**src/rtl/exe_muldiv.sv**
```systemverilog
// exe_muldiv -- multi-cycle multiply/divide unit for the execute stage.
//
// Computes MULT/MULTU/DIV/DIVU into a HI/LO result pair. The multiplier has
// a configurable latency. The divider is an iterative radix-2 restoring
// divider that retires one quotient bit per clock.
//
// Build option: define EXE_MULDIV_DIV_EN to build the divider path (the DIV
// and FIX states). When it is undefined, DIV/DIVU complete in the cycle after
// accept with HI=LO=0, and div_by_zero is tied low.
//
// Parameters:
//   DATA_W   operand and HI/LO width (8..64)
//   MUL_LAT  multiply latency, in clock edges from accept to result (1..4)
// Ports:
//   clk          clock, rising edge
//   rstn         asynchronous active-low reset
//   flush        synchronous abort of the in-flight operation
//   op_valid     operation request; held high by the pipeline while stalled
//   op           0=MULT 1=MULTU 2=DIV 3=DIVU
//   src_a/src_b  operands, sampled only at accept
//   busy         combinational stall request toward the pipeline
//   res_valid    one-cycle result pulse, also the HI/LO write enable
//   hi_out       high product / remainder (registered, held)
//   lo_out       low product / quotient (registered, held)
//   div_by_zero  pulses with res_valid when the divisor was zero
module exe_muldiv #(
  parameter int DATA_W  = 32,
  parameter int MUL_LAT = 1
) (
  input  logic              clk,
  input  logic              rstn,
  input  logic              flush,
  input  logic              op_valid,
  input  logic [1:0]        op,
  input  logic [DATA_W-1:0] src_a,
  input  logic [DATA_W-1:0] src_b,
  output logic              busy,
  output logic              res_valid,
  output logic [DATA_W-1:0] hi_out,
  output logic [DATA_W-1:0] lo_out,
  output logic              div_by_zero
);

  localparam int CNT_W = $clog2(DATA_W + 1);
  localparam logic [CNT_W-1:0] MUL_LAST = CNT_W'(MUL_LAT - 1);

  localparam logic [2:0] S_IDLE = 3'd0;
  localparam logic [2:0] S_MUL  = 3'd1;
  localparam logic [2:0] S_DIV  = 3'd2;
  localparam logic [2:0] S_FIX  = 3'd3;
  localparam logic [2:0] S_DONE = 3'd4;

  logic [2:0]          state_q, state_d;
  logic                signed_q, signed_d;
  logic [DATA_W-1:0]   a_q, a_d;
  logic [DATA_W-1:0]   b_q, b_d;
  logic [CNT_W-1:0]    cnt_q, cnt_d;
  logic [DATA_W-1:0]   hi_q, hi_d;
  logic [DATA_W-1:0]   lo_q, lo_d;

  // Magnitude of a two's-complement value when the op is signed, raw otherwise.
  // The most-negative value maps onto itself, which is its correct unsigned magnitude.
  function automatic logic [DATA_W-1:0] abs_val(input logic [DATA_W-1:0] x, input logic sgn);
    return (sgn && x[DATA_W-1]) ? -x : x;
  endfunction

  logic [DATA_W-1:0]   abs_a, abs_b;
  logic                neg_res;
  logic [2*DATA_W-1:0] prod_mag, prod, mul_res;

  assign abs_a    = abs_val(a_q, signed_q);
  assign abs_b    = abs_val(b_q, signed_q);
  assign neg_res  = signed_q & (a_q[DATA_W-1] ^ b_q[DATA_W-1]);
  assign prod_mag = {{DATA_W{1'b0}}, abs_a} * {{DATA_W{1'b0}}, abs_b};
  assign prod     = neg_res ? -prod_mag : prod_mag;

  // The operands stay latched for the whole MUL state, so the product is
  // simply shifted through MUL_LAT-1 retiming stages before it is used.
  generate
    if (MUL_LAT > 1) begin : g_pipe
      logic [2*DATA_W-1:0] pipe_q [MUL_LAT-1];
      logic [2*DATA_W-1:0] pipe_d [MUL_LAT-1];
      always_comb begin
        pipe_d[0] = prod;
        for (int i = 1; i < MUL_LAT - 1; i++) pipe_d[i] = pipe_q[i-1];
      end
      always_ff @(posedge clk or negedge rstn) begin
        if (!rstn) begin
          for (int i = 0; i < MUL_LAT - 1; i++) pipe_q[i] <= '0;
        end else begin
          pipe_q <= pipe_d;
        end
      end
      assign mul_res = pipe_q[MUL_LAT-2];
    end else begin : g_nopipe
      assign mul_res = prod;
    end
  endgenerate

`ifdef EXE_MULDIV_DIV_EN
  localparam logic [CNT_W-1:0] DIV_LAST = CNT_W'(DATA_W - 1);

  logic [DATA_W-1:0] rem_q, rem_d;
  logic [DATA_W-1:0] quo_q, quo_d;
  logic              dz_q, dz_d;
  logic [DATA_W:0]   shifted;
  logic              take;
  logic [DATA_W-1:0] rem_next, quo_next, quo_fix, rem_fix;

  // One restoring step: shift the next dividend bit into the partial
  // remainder and subtract the divisor if it fits.
  assign shifted  = {rem_q, quo_q[DATA_W-1]};
  assign take     = (shifted >= {1'b0, abs_b});
  assign rem_next = take ? DATA_W'(shifted - {1'b0, abs_b}) : shifted[DATA_W-1:0];
  assign quo_next = {quo_q[DATA_W-2:0], take};

  // Sign fix-up: quotient negative when operand signs differ, remainder
  // follows the dividend.
  assign quo_fix  = neg_res ? -quo_q : quo_q;
  assign rem_fix  = (signed_q && a_q[DATA_W-1]) ? -rem_q : rem_q;
`endif

  // Next-state and datapath control.
  always_comb begin
    state_d  = state_q;
    signed_d = signed_q;
    a_d      = a_q;
    b_d      = b_q;
    cnt_d    = cnt_q;
    hi_d     = hi_q;
    lo_d     = lo_q;
`ifdef EXE_MULDIV_DIV_EN
    rem_d    = rem_q;
    quo_d    = quo_q;
    dz_d     = dz_q;
`endif
    case (state_q)
      S_IDLE: begin
        if (op_valid && !flush) begin
          a_d      = src_a;
          b_d      = src_b;
          signed_d = ~op[0];
          cnt_d    = '0;
`ifdef EXE_MULDIV_DIV_EN
          dz_d     = 1'b0;
`endif
          if (!op[1]) begin
            state_d = S_MUL;
          end else begin
`ifdef EXE_MULDIV_DIV_EN
            state_d = S_DIV;
            rem_d   = '0;
            quo_d   = abs_val(src_a, ~op[0]);
            dz_d    = (src_b == '0);
`else
            state_d = S_DONE;
            hi_d    = '0;
            lo_d    = '0;
`endif
          end
        end
      end
      S_MUL: begin
        if (flush) begin
          state_d = S_IDLE;
        end else if (cnt_q == MUL_LAST) begin
          state_d = S_DONE;
          hi_d    = mul_res[2*DATA_W-1:DATA_W];
          lo_d    = mul_res[DATA_W-1:0];
        end else begin
          cnt_d = cnt_q + 1'b1;
        end
      end
`ifdef EXE_MULDIV_DIV_EN
      S_DIV: begin
        if (flush) begin
          state_d = S_IDLE;
        end else begin
          rem_d = rem_next;
          quo_d = quo_next;
          cnt_d = cnt_q + 1'b1;
          if (cnt_q == DIV_LAST) state_d = S_FIX;
        end
      end
      S_FIX: begin
        if (flush) begin
          state_d = S_IDLE;
        end else begin
          state_d = S_DONE;
          if (dz_q) begin
            hi_d = a_q;
            lo_d = '1;
          end else begin
            hi_d = rem_fix;
            lo_d = quo_fix;
          end
        end
      end
`endif
      S_DONE:  state_d = S_IDLE;
      default: state_d = S_IDLE;
    endcase
  end

  // State and result registers; reset clears everything, aborting any operation.
  always_ff @(posedge clk or negedge rstn) begin
    if (!rstn) begin
      state_q  <= S_IDLE;
      signed_q <= 1'b0;
      a_q      <= '0;
      b_q      <= '0;
      cnt_q    <= '0;
      hi_q     <= '0;
      lo_q     <= '0;
`ifdef EXE_MULDIV_DIV_EN
      rem_q    <= '0;
      quo_q    <= '0;
      dz_q     <= 1'b0;
`endif
    end else begin
      state_q  <= state_d;
      signed_q <= signed_d;
      a_q      <= a_d;
      b_q      <= b_d;
      cnt_q    <= cnt_d;
      hi_q     <= hi_d;
      lo_q     <= lo_d;
`ifdef EXE_MULDIV_DIV_EN
      rem_q    <= rem_d;
      quo_q    <= quo_d;
      dz_q     <= dz_d;
`endif
    end
  end

  // busy drops in DONE so the pipeline advances on that edge; it is forced
  // low during reset even if a request is being presented.
  assign busy = rstn & (((state_q == S_IDLE) & op_valid & ~flush) |
                        (state_q == S_MUL) | (state_q == S_DIV) | (state_q == S_FIX));

  assign res_valid = (state_q == S_DONE) & ~flush;
  assign hi_out    = hi_q;
  assign lo_out    = lo_q;
`ifdef EXE_MULDIV_DIV_EN
  assign div_by_zero = res_valid & dz_q;
`else
  assign div_by_zero = 1'b0;
`endif

endmodule

```
**config.mk**
```make
export PLATFORM = sky130hd
export DESIGN_NAME = exe_muldiv
export DESIGN_NICKNAME = d
export VERILOG_FILES = /design/src/rtl/exe_muldiv.sv
export SDC_FILE = /design/constraint.sdc
export NUM_CORES = 2
export LEC_CHECK = 0
export ABC_AREA = 1
export CORE_UTILIZATION = 62
export CTS_BUF_LIST = sky130_fd_sc_hd__clkbuf_8
export DETAILED_ROUTE_END_ITERATION = 10
export DONT_BUFFER_PORTS = 1
export GPL_ROUTABILITY_DRIVEN = 0
export PLACE_DENSITY = 0.77
export SYNTH_ARGS = -nofsm -noshare
export SYNTH_HDL_FRONTEND = slang
export SYNTH_SLANG_ARGS = --single-unit
export TNS_END_PERCENT = 5
```
**constraint.sdc**
```tcl
create_clock -name clk -period 9.46 [get_ports clk]
set_input_delay 2.365 -clock clk [delete_from_list [all_inputs] [get_ports clk]]
set_output_delay 2.365 -clock clk [all_outputs]
set_load 0.02 [all_outputs]
```
==> metrics.txt <==
# TYPE chip_impl_metric gauge
chip_impl_metric{name="finalCriticalPeriod",unit="ns"} 9.380
chip_impl_info{name="dominant_combinational_cell_family_by_area_after_synthesis",value="adder cells"} 1
chip_impl_metric{name="post_synth_inst_count",unit=""} 6007
chip_impl_info{name="synth_top_cell_by_area",value="sky130_fd_sc_hd__fa_1"} 1
chip_impl_metric{name="worst-slew-pin-transition",unit="ns"} 1.218
chip_impl_metric{name="dpl.hpwl",unit="µm"} 116000
chip_impl_metric{name="cts_sinks",unit=""} 137
chip_impl_metric{name="drt_first_iter_violations",unit=""} 4322
chip_impl_metric{name="maxSlewHeadroom",unit=""} 0.1874
chip_impl_info{name="synth.area.top_cells",value="sky130_fd_sc_hd__fa_1 (41%), sky130_fd_sc_hd__nand2_1 (14%), sky130_fd_sc_hd__inv_1 (12%)"} 1
chip_impl_metric{name="floorplan.die.height",unit="µm"} 268.6
chip_impl_metric{name="initial_core_util",unit=""} 0.6284
chip_impl_metric{name="syn_to_final_growth",unit="%"} 9.137
chip_impl_metric{name="postSynthRegisterBits",unit=""} 137
chip_impl_metric{name="post_synth_instance_area",unit="µm²"} 44080
chip_impl_metric{name="first_pass_iteration_count_of_the_detailed_router",unit=""} 9
chip_impl_metric{name="slowest_delay",unit="ns"} 0.64
chip_impl_metric{name="syn_avg_cell_area",unit="µm²"} 7.338
chip_impl_info{name="tritoncts",value="built"} 1
chip_impl_metric{name="crit_fanout",unit=""} 16
chip_impl_metric{name="die_w",unit="µm"} 268.6
chip_impl_metric{name="preCtsSetupSlack",unit="ns"} -0.07787
chip_impl_metric{name="wl",unit="µm"} 139600
chip_impl_metric{name="coreArea",unit="µm²"} 70150
chip_impl_metric{name="synthXorXnorAreaFrac",unit=""} 0.008544
chip_impl_metric{name="drt.antenna.violating_nets",unit=""} 0
chip_impl_info{name="setup.worst_path.start_class",value="flip-flop"} 1
chip_impl_metric{name="drt-wirelength-per-cell",unit="µm"} 19.76
chip_impl_metric{name="postCtsHoldBufs",unit=""} 0
chip_impl_metric{name="final_net_count",unit=""} 7343
chip_impl_metric{name="fin_util",unit=""} 0.6858
chip_impl_info{name="critical-path-top-cell-by-count",value="sky130_fd_sc_hd__nand2_1"} 1
chip_impl_metric{name="cts_made_buffers",unit=""} 17
chip_impl_metric{name="routed_via_density",unit=""} 5.648
chip_impl_metric{name="arithmetic_cell_share_of_the_synthesized_area_counting_full_adders_half_adders_and_majority_gates",unit=""} 0.4830
chip_impl_metric{name="worst_slack",unit="ns"} 0.08005
chip_impl_metric{name="netlist.area_leader.share",unit=""} 0.4069
chip_impl_metric{name="grt_pass1_vias",unit=""} 40670
chip_impl_metric{name="fin_skew",unit="ns"} 0.02134
chip_impl_metric{name="dr_total_vias",unit=""} 39900
chip_impl_metric{name="worstSkewPairLatency",unit="ns"} 0.53
chip_impl_metric{name="numPortBuffers",unit=""} 0
chip_impl_metric{name="track_usage",unit=""} 0.4028
chip_impl_metric{name="grt_antenna_before_repair",unit=""} 3
chip_impl_metric{name="max_h_tree_level",unit=""} 4
chip_impl_metric{name="setup_viol_count_final",unit=""} 0
chip_impl_metric{name="synth.area.mux_share",unit=""} 0
chip_impl_metric{name="design.die.area",unit="µm²"} 72170
chip_impl_metric{name="synth_warnings",unit=""} 0
chip_impl_info{name="slowest_stage",value="sky130_fd_sc_hd__fa_2"} 1
chip_impl_metric{name="synth_sequential_area_ratio",unit=""} 0.07777
chip_impl_metric{name="clk_path_buf_depth",unit=""} 2
chip_impl_info{name="rsz0062_at_grt",value="yes"} 1
chip_impl_info{name="crit_type",value="reg -> reg"} 1
chip_impl_metric{name="arrival",unit="ns"} 9.84
chip_impl_metric{name="final.period_utilization",unit=""} 0.9915
chip_impl_metric{name="number_of_pins_with_negative_max_slew_slack_in_the_final_report",unit=""} 0
chip_impl_metric{name="drive_above_1_share",unit=""} 0.1122
chip_impl_info{name="clockRootBuffer",value="sky130_fd_sc_hd__clkbuf_8"} 1
chip_impl_metric{name="cap_violations",unit=""} 0
chip_impl_info{name="run_status",value="finished clean"} 1
chip_impl_metric{name="synth-simple-area-share",unit=""} 0.2602
chip_impl_metric{name="hold_viol",unit=""} 0
chip_impl_info{name="worst_min_delay_path_category",value="reg -> reg"} 1
chip_impl_metric{name="grt_first_pass_wirelength",unit="µm"} 219400
chip_impl_metric{name="post_synth_num_cell_types",unit=""} 51
chip_impl_metric{name="syn_nets",unit=""} 7241
chip_impl_metric{name="cp.required",unit="ns"} 9.92
chip_impl_metric{name="top_level_ports",unit=""} 137
chip_impl_metric{name="compound_gate_fraction_of_synth_area",unit=""} 0.02787
chip_impl_info{name="worstSetupEndpointType",value="flip-flop"} 1
chip_impl_metric{name="route.detailed.drc",unit=""} 0
chip_impl_metric{name="rows",unit=""} 97
chip_impl_metric{name="grt.overflow.total",unit=""} 0
chip_impl_metric{name="cts.reportedPaths.clkPinSlew",unit="ns"} 0.09
chip_impl_metric{name="max_clock_freq",unit="MHz"} 106.6
chip_impl_metric{name="maximum_number_of_pins_on_one_net_before_global_route_repair",unit=""} 139
chip_impl_metric{name="holdWs",unit="ns"} 0.5706
-- stage by stage --
| step | instances | setup TNS, ns | instance area (µm²) |
|---|---|---|---|
| 2_1_floorplan | 6007 | 0 | 44080 |
| 3_3_place_gp | 7002 | 0 | 46450 |
| 6_report | 7065 | 0 | 48110 |
| 3_5_place_dp | 7002 | -0.5610 | 46450 |
| 4_1_cts | 7035 | -0.003324 | 46930 |
| 5_1_grt | 7063 | -4.271 | 48100 |
-- logic make-up (layout without fill, tap and decap cells) --
group                      Yosys count  count (layout)
AOI/OAI and AO/OA                  224             224
xor gates and xnor gates            40              40
other                                1               4
adders and majority gates         1164            1164
DFF                                137             137
buffers and inverters             1647            1762
and+or+nand+nor                   2794            2794
-- placed cells by master, fill, tap and decap left out, drive strengths merged --
master / instances
nor3: 40
diode: 3
or2: 27
nor2: 750
nand2: 1732
clkinv: 18
nand3b: 11
dfrtp: 137
nor4: 9
a21oi: 72
bufinv: 3
conb: 1
o31ai: 2
xor2: 28
buf: 276
inv: 1434
and3: 5
o211ai: 2
xnor2: 12
fa: 896
nand4: 47
o41ai: 1
o21a: 1
a32o: 7
o21bai: 3
and2: 3
ha: 268
o311ai: 1
nand3: 168
o21ai: 135
clkbuf: 19
clkinvlp: 12
or3: 2
-- critical path: cells and delay by family, from the launching register on --
| kind | cells | cell delay [ns] |
|---|---|---|
| fa+ha+maj | 9 | 4.64 |
| flops | 1 | 0.50 |
| buf+inv | 5 | 1.15 |
| simple gates | 22 | 3.01 |
-- path summary, 6_finish.rpt --
check	startpoint	end	slack, ns	cells past startpoint
max in group asynchronous	rstn	a_q[0]$_DFFE_PN0P_	7.73	0
hold reg to reg	b_q[29]$_DFFE_PN0P_	b_q[29]$_DFFE_PN0P_	0.57	2
min in group asynchronous	rstn	lo_out[5]$_DFFE_PN0P_	1.53	0
setup reg to reg	b_q[31]$_DFFE_PN0P_	hi_out[28]$_DFFE_PN0P_	0.08	36
hold / removal	b_q[29]$_DFFE_PN0P_	b_q[29]$_DFFE_PN0P_	0.57	2
setup / recovery	b_q[31]$_DFFE_PN0P_	hi_out[28]$_DFFE_PN0P_	0.08	36
-- what timing repair did --
action	in CTS	in global routing
resized for setup	17	245
setup buffers	1	25
endpoints found under the setup margin	27	42
pin swaps	0	21
gates cloned	0	2
-- final cells by class --
cell class / instances / area [µm²]
multi-input combinational: 4223 / 35300
fill: 5782 / 22040
inverter: 1452 / 5498
sequential: 137 / 3430
timing repair buffer: 277 / 2280
tap: 940 / 1176
clock buffer: 18 / 247.7
clock inverter: 14 / 170.2
antenna: 3 / 7.507
timing repair inverter: 1 / 5.005
-- registers in the layout (all words and copies together) (netlist names) --
register and flops:
a_q 32, b_q 32, cnt_q 6, hi_out 32, lo_out 32, signed_q 1
state_q 2
-- cell usage after synthesis (all sizes together) --
cell type / number
fa: 896
inv: 1436
nand4: 47
clkinv: 16
xor2: 28
nand3b: 11
o21a: 1
o31ai: 2
and2: 3
and3: 5
or3: 2
nand3: 168
nand2: 1732
dfrtp: 137
or2: 27
nor2: 750
o211ai: 2
xnor2: 12
a21oi: 72
a32o: 7
o311ai: 1
o21bai: 3
nor4: 9
o21ai: 135
o41ai: 1
ha: 268
buf: 58
conb: 1
nor3: 40
clkbuf: 137
-- metal layers --
metal,share of wire,up-vias,GRT usage
met1,0.35,19140,0.5108
met5,0.00016,-,0
met4,0.062,4,0.2056
met3,0.14,570,0.1256
li1,-,17520,-
met2,0.44,2663,0.6234
Power is not shown: default switching activity piles up to over one toggle a cycle in this logic, so the estimate is an artifact.
